<file path="src/rtl/assoc_wb_cache_ctrl.sv">
// 2-way set-associative, write-back, write-allocate data cache controller.
// Byte-wide CPU port, block-wide memory port, per-set LRU and saturating hit/miss counters.
module assoc_wb_cache_ctrl #(
  parameter int ADDR_W      = 8,
  parameter int OFFSET_BITS = 2,
  parameter int SET_BITS    = 2,
  parameter int CNT_W       = 16,
  localparam int BLK_W      = 8 << OFFSET_BITS,
  localparam int TAG_W      = ADDR_W - SET_BITS - OFFSET_BITS,
  localparam int SETS       = 1 << SET_BITS,
  localparam int MADDR_W    = ADDR_W - OFFSET_BITS
) (
  input  logic               CLK,
  input  logic               RESET,
  input  logic [ADDR_W-1:0]  ADDRESS,
  input  logic               READENABLE,
  input  logic               WRITEENABLE,
  input  logic [7:0]         WRITEDATA,
  output logic [7:0]         READDATA,
  output logic               BUSYWAIT,
  output logic               MEM_READ,
  output logic               MEM_WRITE,
  output logic [MADDR_W-1:0] MEM_ADDRESS,
  output logic [BLK_W-1:0]   MEM_WRITEDATA,
  input  logic [BLK_W-1:0]   MEM_READDATA,
  input  logic               MEM_BUSYWAIT,
  output logic [CNT_W-1:0]   HIT_COUNT,
  output logic [CNT_W-1:0]   MISS_COUNT
);

  localparam logic [1:0] IDLE      = 2'd0;
  localparam logic [1:0] WRITEBACK = 2'd1;
  localparam logic [1:0] FETCH     = 2'd2;

  logic [TAG_W-1:0]       addr_tag;
  logic [SET_BITS-1:0]    addr_set;
  logic [OFFSET_BITS-1:0] addr_off;

  logic [SETS-1:0]  valid_q [2];
  logic [SETS-1:0]  dirty_q [2];
  logic [SETS-1:0]  lru_q;
  logic [TAG_W-1:0] tag_q  [2][SETS];
  logic [BLK_W-1:0] data_q [2][SETS];

  logic [1:0] state_q;
  logic       victim_q;
  logic       victim_sel;
  logic       hit0, hit1, hit, hit_way, req;

  assign addr_tag = ADDRESS[ADDR_W-1 -: TAG_W];
  assign addr_set = ADDRESS[OFFSET_BITS +: SET_BITS];
  assign addr_off = ADDRESS[OFFSET_BITS-1:0];

  assign hit0    = valid_q[0][addr_set] && (tag_q[0][addr_set] == addr_tag);
  assign hit1    = valid_q[1][addr_set] && (tag_q[1][addr_set] == addr_tag);
  assign hit     = hit0 || hit1;
  assign hit_way = !hit0;
  assign req     = READENABLE || WRITEENABLE;

  assign BUSYWAIT = req && !((state_q == IDLE) && hit);

  always_comb begin
    READDATA = '0;
    if (hit) READDATA = data_q[hit_way][addr_set][{addr_off, 3'b000} +: 8];
  end

  // Empty ways are filled before anything is evicted; way0 wins a tie.
  always_comb begin
    victim_sel = lru_q[addr_set];
    if (!valid_q[0][addr_set])      victim_sel = 1'b0;
    else if (!valid_q[1][addr_set]) victim_sel = 1'b1;
  end

  always_comb begin
    MEM_READ      = 1'b0;
    MEM_WRITE     = 1'b0;
    MEM_ADDRESS   = '0;
    MEM_WRITEDATA = '0;
    case (state_q)
      WRITEBACK: begin
        MEM_WRITE     = 1'b1;
        MEM_ADDRESS   = {tag_q[victim_q][addr_set], addr_set};
        MEM_WRITEDATA = data_q[victim_q][addr_set];
      end
      FETCH: begin
        MEM_READ    = 1'b1;
        MEM_ADDRESS = {addr_tag, addr_set};
      end
      default: ;
    endcase
  end

  always_ff @(posedge CLK) begin
    if (RESET) begin
      state_q    <= IDLE;
      victim_q   <= 1'b0;
      lru_q      <= '0;
      valid_q[0] <= '0;
      valid_q[1] <= '0;
      dirty_q[0] <= '0;
      dirty_q[1] <= '0;
      HIT_COUNT  <= '0;
      MISS_COUNT <= '0;
    end else begin
      case (state_q)
        IDLE: begin
          if (req && hit) begin
            lru_q[addr_set] <= !hit_way;
            if (HIT_COUNT != '1) HIT_COUNT <= HIT_COUNT + 1'b1;
            if (WRITEENABLE) dirty_q[hit_way][addr_set] <= 1'b1;
          end else if (req) begin
            if (MISS_COUNT != '1) MISS_COUNT <= MISS_COUNT + 1'b1;
            victim_q <= victim_sel;
            state_q  <= (valid_q[victim_sel][addr_set] && dirty_q[victim_sel][addr_set])
                        ? WRITEBACK : FETCH;
          end
        end
        WRITEBACK: if (!MEM_BUSYWAIT) state_q <= FETCH;
        FETCH: begin
          if (!MEM_BUSYWAIT) begin
            valid_q[victim_q][addr_set] <= 1'b1;
            dirty_q[victim_q][addr_set] <= 1'b0;
            state_q                     <= IDLE;
          end
        end
        default: state_q <= IDLE;
      endcase
    end
  end

  // Tag and data storage carry no reset; the valid bits qualify them.
  always_ff @(posedge CLK) begin
    if (!RESET) begin
      if (state_q == IDLE && req && hit && WRITEENABLE)
        data_q[hit_way][addr_set][{addr_off, 3'b000} +: 8] <= WRITEDATA;
      else if (state_q == FETCH && !MEM_BUSYWAIT) begin
        data_q[victim_q][addr_set] <= MEM_READDATA;
        tag_q[victim_q][addr_set]  <= addr_tag;
      end
    end
  end

endmodule
</file>
<file path="config.mk">
export PLATFORM = sky130hd
export DESIGN_NAME = assoc_wb_cache_ctrl
export DESIGN_NICKNAME = d
export VERILOG_FILES = /design/src/rtl/assoc_wb_cache_ctrl.sv
export SDC_FILE = /design/constraint.sdc
export NUM_CORES = 1
export LEC_CHECK = 0
export BUFFER_PORTS_ARGS = -buffer_cell sky130_fd_sc_hd__buf_2
export CORE_AREA = 2 2 167 169
export DETAILED_ROUTE_END_ITERATION = 12
export DIE_AREA = 0 0 169 171
export PLACE_DENSITY = 0.84
export SLEW_MARGIN = 15
export SYNTH_ARGS = -nofsm -noshare
export SYNTH_HDL_FRONTEND = slang
export SYNTH_SLANG_ARGS = --single-unit
</file>
<file path="constraint.sdc">
create_clock -name CLK -period 4.5 [get_ports CLK]
set_input_delay 0.225 -clock CLK [delete_from_list [all_inputs] [get_ports CLK]]
set_output_delay 0.225 -clock CLK [all_outputs]
set_load 0.05 [all_outputs]
</file>
==> reports/results.env <==
SYNTH_COMMON_CELLS='edfxtp_1 (296), mux4_2 (148), inv_1 (81), mux2i_1 (65), nand2_1 (58)'
SYN_INST=1170
TIMING.CRITICAL_PATH.FROM_TYPE='register'
SYNTH-EDFF-COUNT=296
CRIT_ARRIVAL_PS=4020
AREAGROWTHSYNTHTOFINISH_PCT=13.7
FILLCELLCOUNT=1718
STATUS='complete, no violations'
CLOCK.FMAX_MHz=236
WORSTMARGINPINSLEW_PS=983
SYNTH-SEQ-AREA-SHARE_PCT=56.8
GLOBALROUTE.TOTALOVERFLOW=0
TIMING.HOLD.WORST_ENDPOINT='tag_q[1][15]'
POSTCTSSETUPREPAIRBUFS=0
YS_ASYNC_SR_FRACTION_PCT=0
GRT_PASS1_VIAS=11300
CLKLATENCYLATEPIN_PS=520
WORSTREG2REGSTART='state_q[0]'
WORST_SLACK_PS=255
WORSTPATHMAXFANOUT=15
R2R_SETUP_SLACK_PS=750
SYNTH_TOP_CELLS_BY_AREA='edfxtp_1 (51%), mux4_2 (19%), dfxtp_1 (5.5%), mux2i_1 (3.8%), inv_1 (1.8%)'
SHARE_OF_YOSYS_CELL_AREA_CLAIMED_BY_THE_TOP_AREA_CELL_TYPE_PCT=51.3
GRT_UTIL_ALL_LAYERS_PCT=30.9
SLEW_HEADROOM_PCT=34.4
DRC_ERRORS=0
SYNTH_AREA_PER_CELL_UM2=14.8
CLK_PIN_SLEW_PS=60
TIMING.FINAL.MAX_SLEW_VIOLATIONS=0
MIN_PERIOD_OVER_PERIOD_PCT=94.3
CRITICAL_PATH.ENDPOINT_TYPE='primary output'
MIN_DELAY_PATH_DEPTH=1
LEAKAGE_uW=0.00717
SYNTH.MOST_COMMON_CELL='edfxtp_1'
DETAILEDPLACEMENTHPWL_UM=29400
DIE_W_UM=169
SETUP_REPAIR_AFTER_GLOBAL_ROUTING_MISSED_ITS_MARGIN='false'
POSTSYNTHNETCOUNT=1233
MAX_ROOT_SINK_BUFFERS=3
CLOCKROOTBUFFER='clkbuf_16'
FINALWORSTPATHREQUIREDPERIOD_PS=4250
H-TREE-DEPTH=2
YOSYS_MOST_USED_DFF='edfxtp_1'
POSTSYNTHREGISTERBITS=344
ANT_NETS=0
NUMBER_OF_ANTENNA_REPAIR_DIODES=0
GPL.FINAL_WEIGHTED_CONGESTION=0.934
BUFFER_PORTS.INSERTED=133
LIBRARY_CELLS_USED_BY_SYNTHESIS=56
CTS_REPAIR_RESIZE_COUNT=0
TIMING.RR.END='data_q[1][55]'
WORST_MIN_DELAY_PATH_STARTPOINT='ADDRESS[7]'
GRT_PASS1_WL_UM=66500
MAXIMUM_NUMBER_OF_PINS_ON_ONE_NET_BEFORE_GLOBAL_ROUTE_REPAIR=87
CLOCK_SKEW_PS=9.09
GRT_ANTENNA_BEFORE_REPAIR=0
YOSYSWARNINGCOUNT=0
FP-ROW-COUNT=61
POWER_DENSITY_nW_PER_UM2=362
FINALSETUPTNS_PS=0
CTS_INSERTED_BUFFERS=35
ROUTEDWLPERCELL_UM=26.0
CTS_HOLD_BUF=0
FINAL_SETUP_VIOLATION_COUNT=0
VIAS=11500
DETAILEDPLACE.WORSTSLACK_PS=669
DETAIL_ROUTE.ITER0.VIOLATIONS=1423
TRITONCTS_CLOCK_TREE='yes'
SYN-CELL-AREA_UM2=17300
FINAL_HOLD_VIOL_COUNT=0
DESIGN.PORTCOUNT=134
DRIVE_GT1_SHARE_PCT=30.7
DRT_PRE_ANTENNA_ITERS=5
REQUIRED_PS=4280
DIE_HEIGHT_UM=171
VIA_PER_INST=6.81
TIMING.SETUP.CRITICAL_PATH_CLASS='reg2out'
DIE_OUTLINE_AREA_UM2=28900
NUMCLOCKSINKS=344
CORE-AREA_UM2=27300
YOSYS.AREA.TOP_TYPE='edfxtp_1'
HOLD_PATH.CLASS='in2reg'
FINALNETCOUNT=1376
POSTROUTEWIRELENGTH_UM=43900
WORST_R2R_PATH_DEPTH=10
VDD_IR_MAX_mV=0.329
INITIAL_UTILIZATION_PCT=63.4
MAXCAPVIOLATIONS=0
-- layout by cell type, fill, tap and decap left out, types with 5 or more instances in the layout --
cell type | netlist | layout
o21bai_1 | 6 | 6
o22ai_1 | 9 | 9
nand4_1 | 7 | 7
mux4_2 | 148 | 148
nand3_1 | 22 | 22
a211oi_1 | 32 | 32
buf_2 | 23 | 131
o21ai_0 | 13 | 13
mux2i_1 | 65 | 65
clkinv_2 | 0 | 5
inv_1 | 81 | 81
a21oi_1 | 49 | 49
nand2_1 | 58 | 58
xnor2_1 | 6 | 6
and3_1 | 15 | 15
a31oi_1 | 10 | 10
nor2b_1 | 46 | 46
or4_1 | 21 | 21
or3_1 | 15 | 15
ha_1 | 10 | 10
buf_4 | 4 | 53
nor3_1 | 13 | 13
edfxtp_1 | 296 | 296
clkbuf_1 | 46 | 6
o31ai_1 | 23 | 23
bufinv_16 | 0 | 6
nor2_1 | 35 | 35
mux2_2 | 8 | 8
clkbuf_16 | 0 | 35
dfxtp_1 | 48 | 47
-- area by class of cell --
cell class | instances | area [um2] | area share, %
well taps | 346 | 433 | 2.20
clock buffers | 43 | 926 | 4.70
multi-input cells | 663 | 6810 | 34.5
repair buffers | 188 | 1120 | 5.66
inverters | 81 | 304 | 1.54
flip-flops and latches | 344 | 9850 | 50.0
clock inverters | 21 | 267 | 1.35
-- worst max-delay path: stages (launching register included) --
cell and delay (ps):
edfxtp_1 370, mux4_2 520, xnor2_2 270, nand3_4 290, nor2_2 560, mux4_2 650
a211oi_1 480, buf_2 350
-- cell families (layout without fill, tap and decap cells) --
logic type               Yosys count  after routing  share of synthesized area [%]
flip-flops                       344            344                           56.8
AND/OR/NAND/NOR                  252            252                           7.85
multiplexers                     221            221                           23.5
AO/OA/AOI/OAI                    172            172                           6.64
buffers and inverters            163            333                           3.96
adder cells (fa/ha/maj)           10             10                          0.722
XOR/XNOR                           8              8                          0.491
-- power breakdown --
group	switching (uW)	internal, uW
combinational	362	215
sequential	17.9	3490
clock	1220	1820
total	1600	5530
-- stage by stage --
step           hold slack, ps  instances  area, um2  utilization [%]  power (uW)
3_3_place_gp              452       1622      18500             67.8        4120
4_1_cts                  73.1       1686      19700             72.1        7150
6_report                 76.0       1686      19700             72.1        7130
2_1_floorplan             324       1170      17300                -        3970
3_5_place_dp              459       1622      18500             67.8        4140
5_1_grt                  77.3       1686      19700             72.1        7310
-- metal layers --
metal / vias up / GRT usage (%) / wire, um
met5: - / 0 / 0
met4: 0 / 9.44 / 1240
met3: 80 / 7.52 / 4990
met2: 729 / 49.9 / 21400
met1: 5731 / 42.3 / 16300
li1: 4944 / - / -
-- worst max path at each step --
stage	startpoint	endpoint	slack [ps]	cells after the start
detailed placement	ADDRESS[2]	READDATA[5]	670	8
CTS	tag_q[0][1]	READDATA[5]	250	7
global placement	ADDRESS[2]	data_q[1][19]	760	9
floorplan	ADDRESS[2]	READDATA[3]	910	8
global route	tag_q[0][1]	READDATA[1]	100	7
finish	tag_q[0][1]	READDATA[5]	250	7
-- state kept, by name, summed over array words and instances (netlist names), named ones only --
signal	flops
data_q	256
tag_q	32
HIT_COUNT	16
MISS_COUNT	16
dirty_q	8
valid_q	8
lru_q	4
state_q	2
victim_q	1
Note: power is estimated with default switching activity, not from simulation.
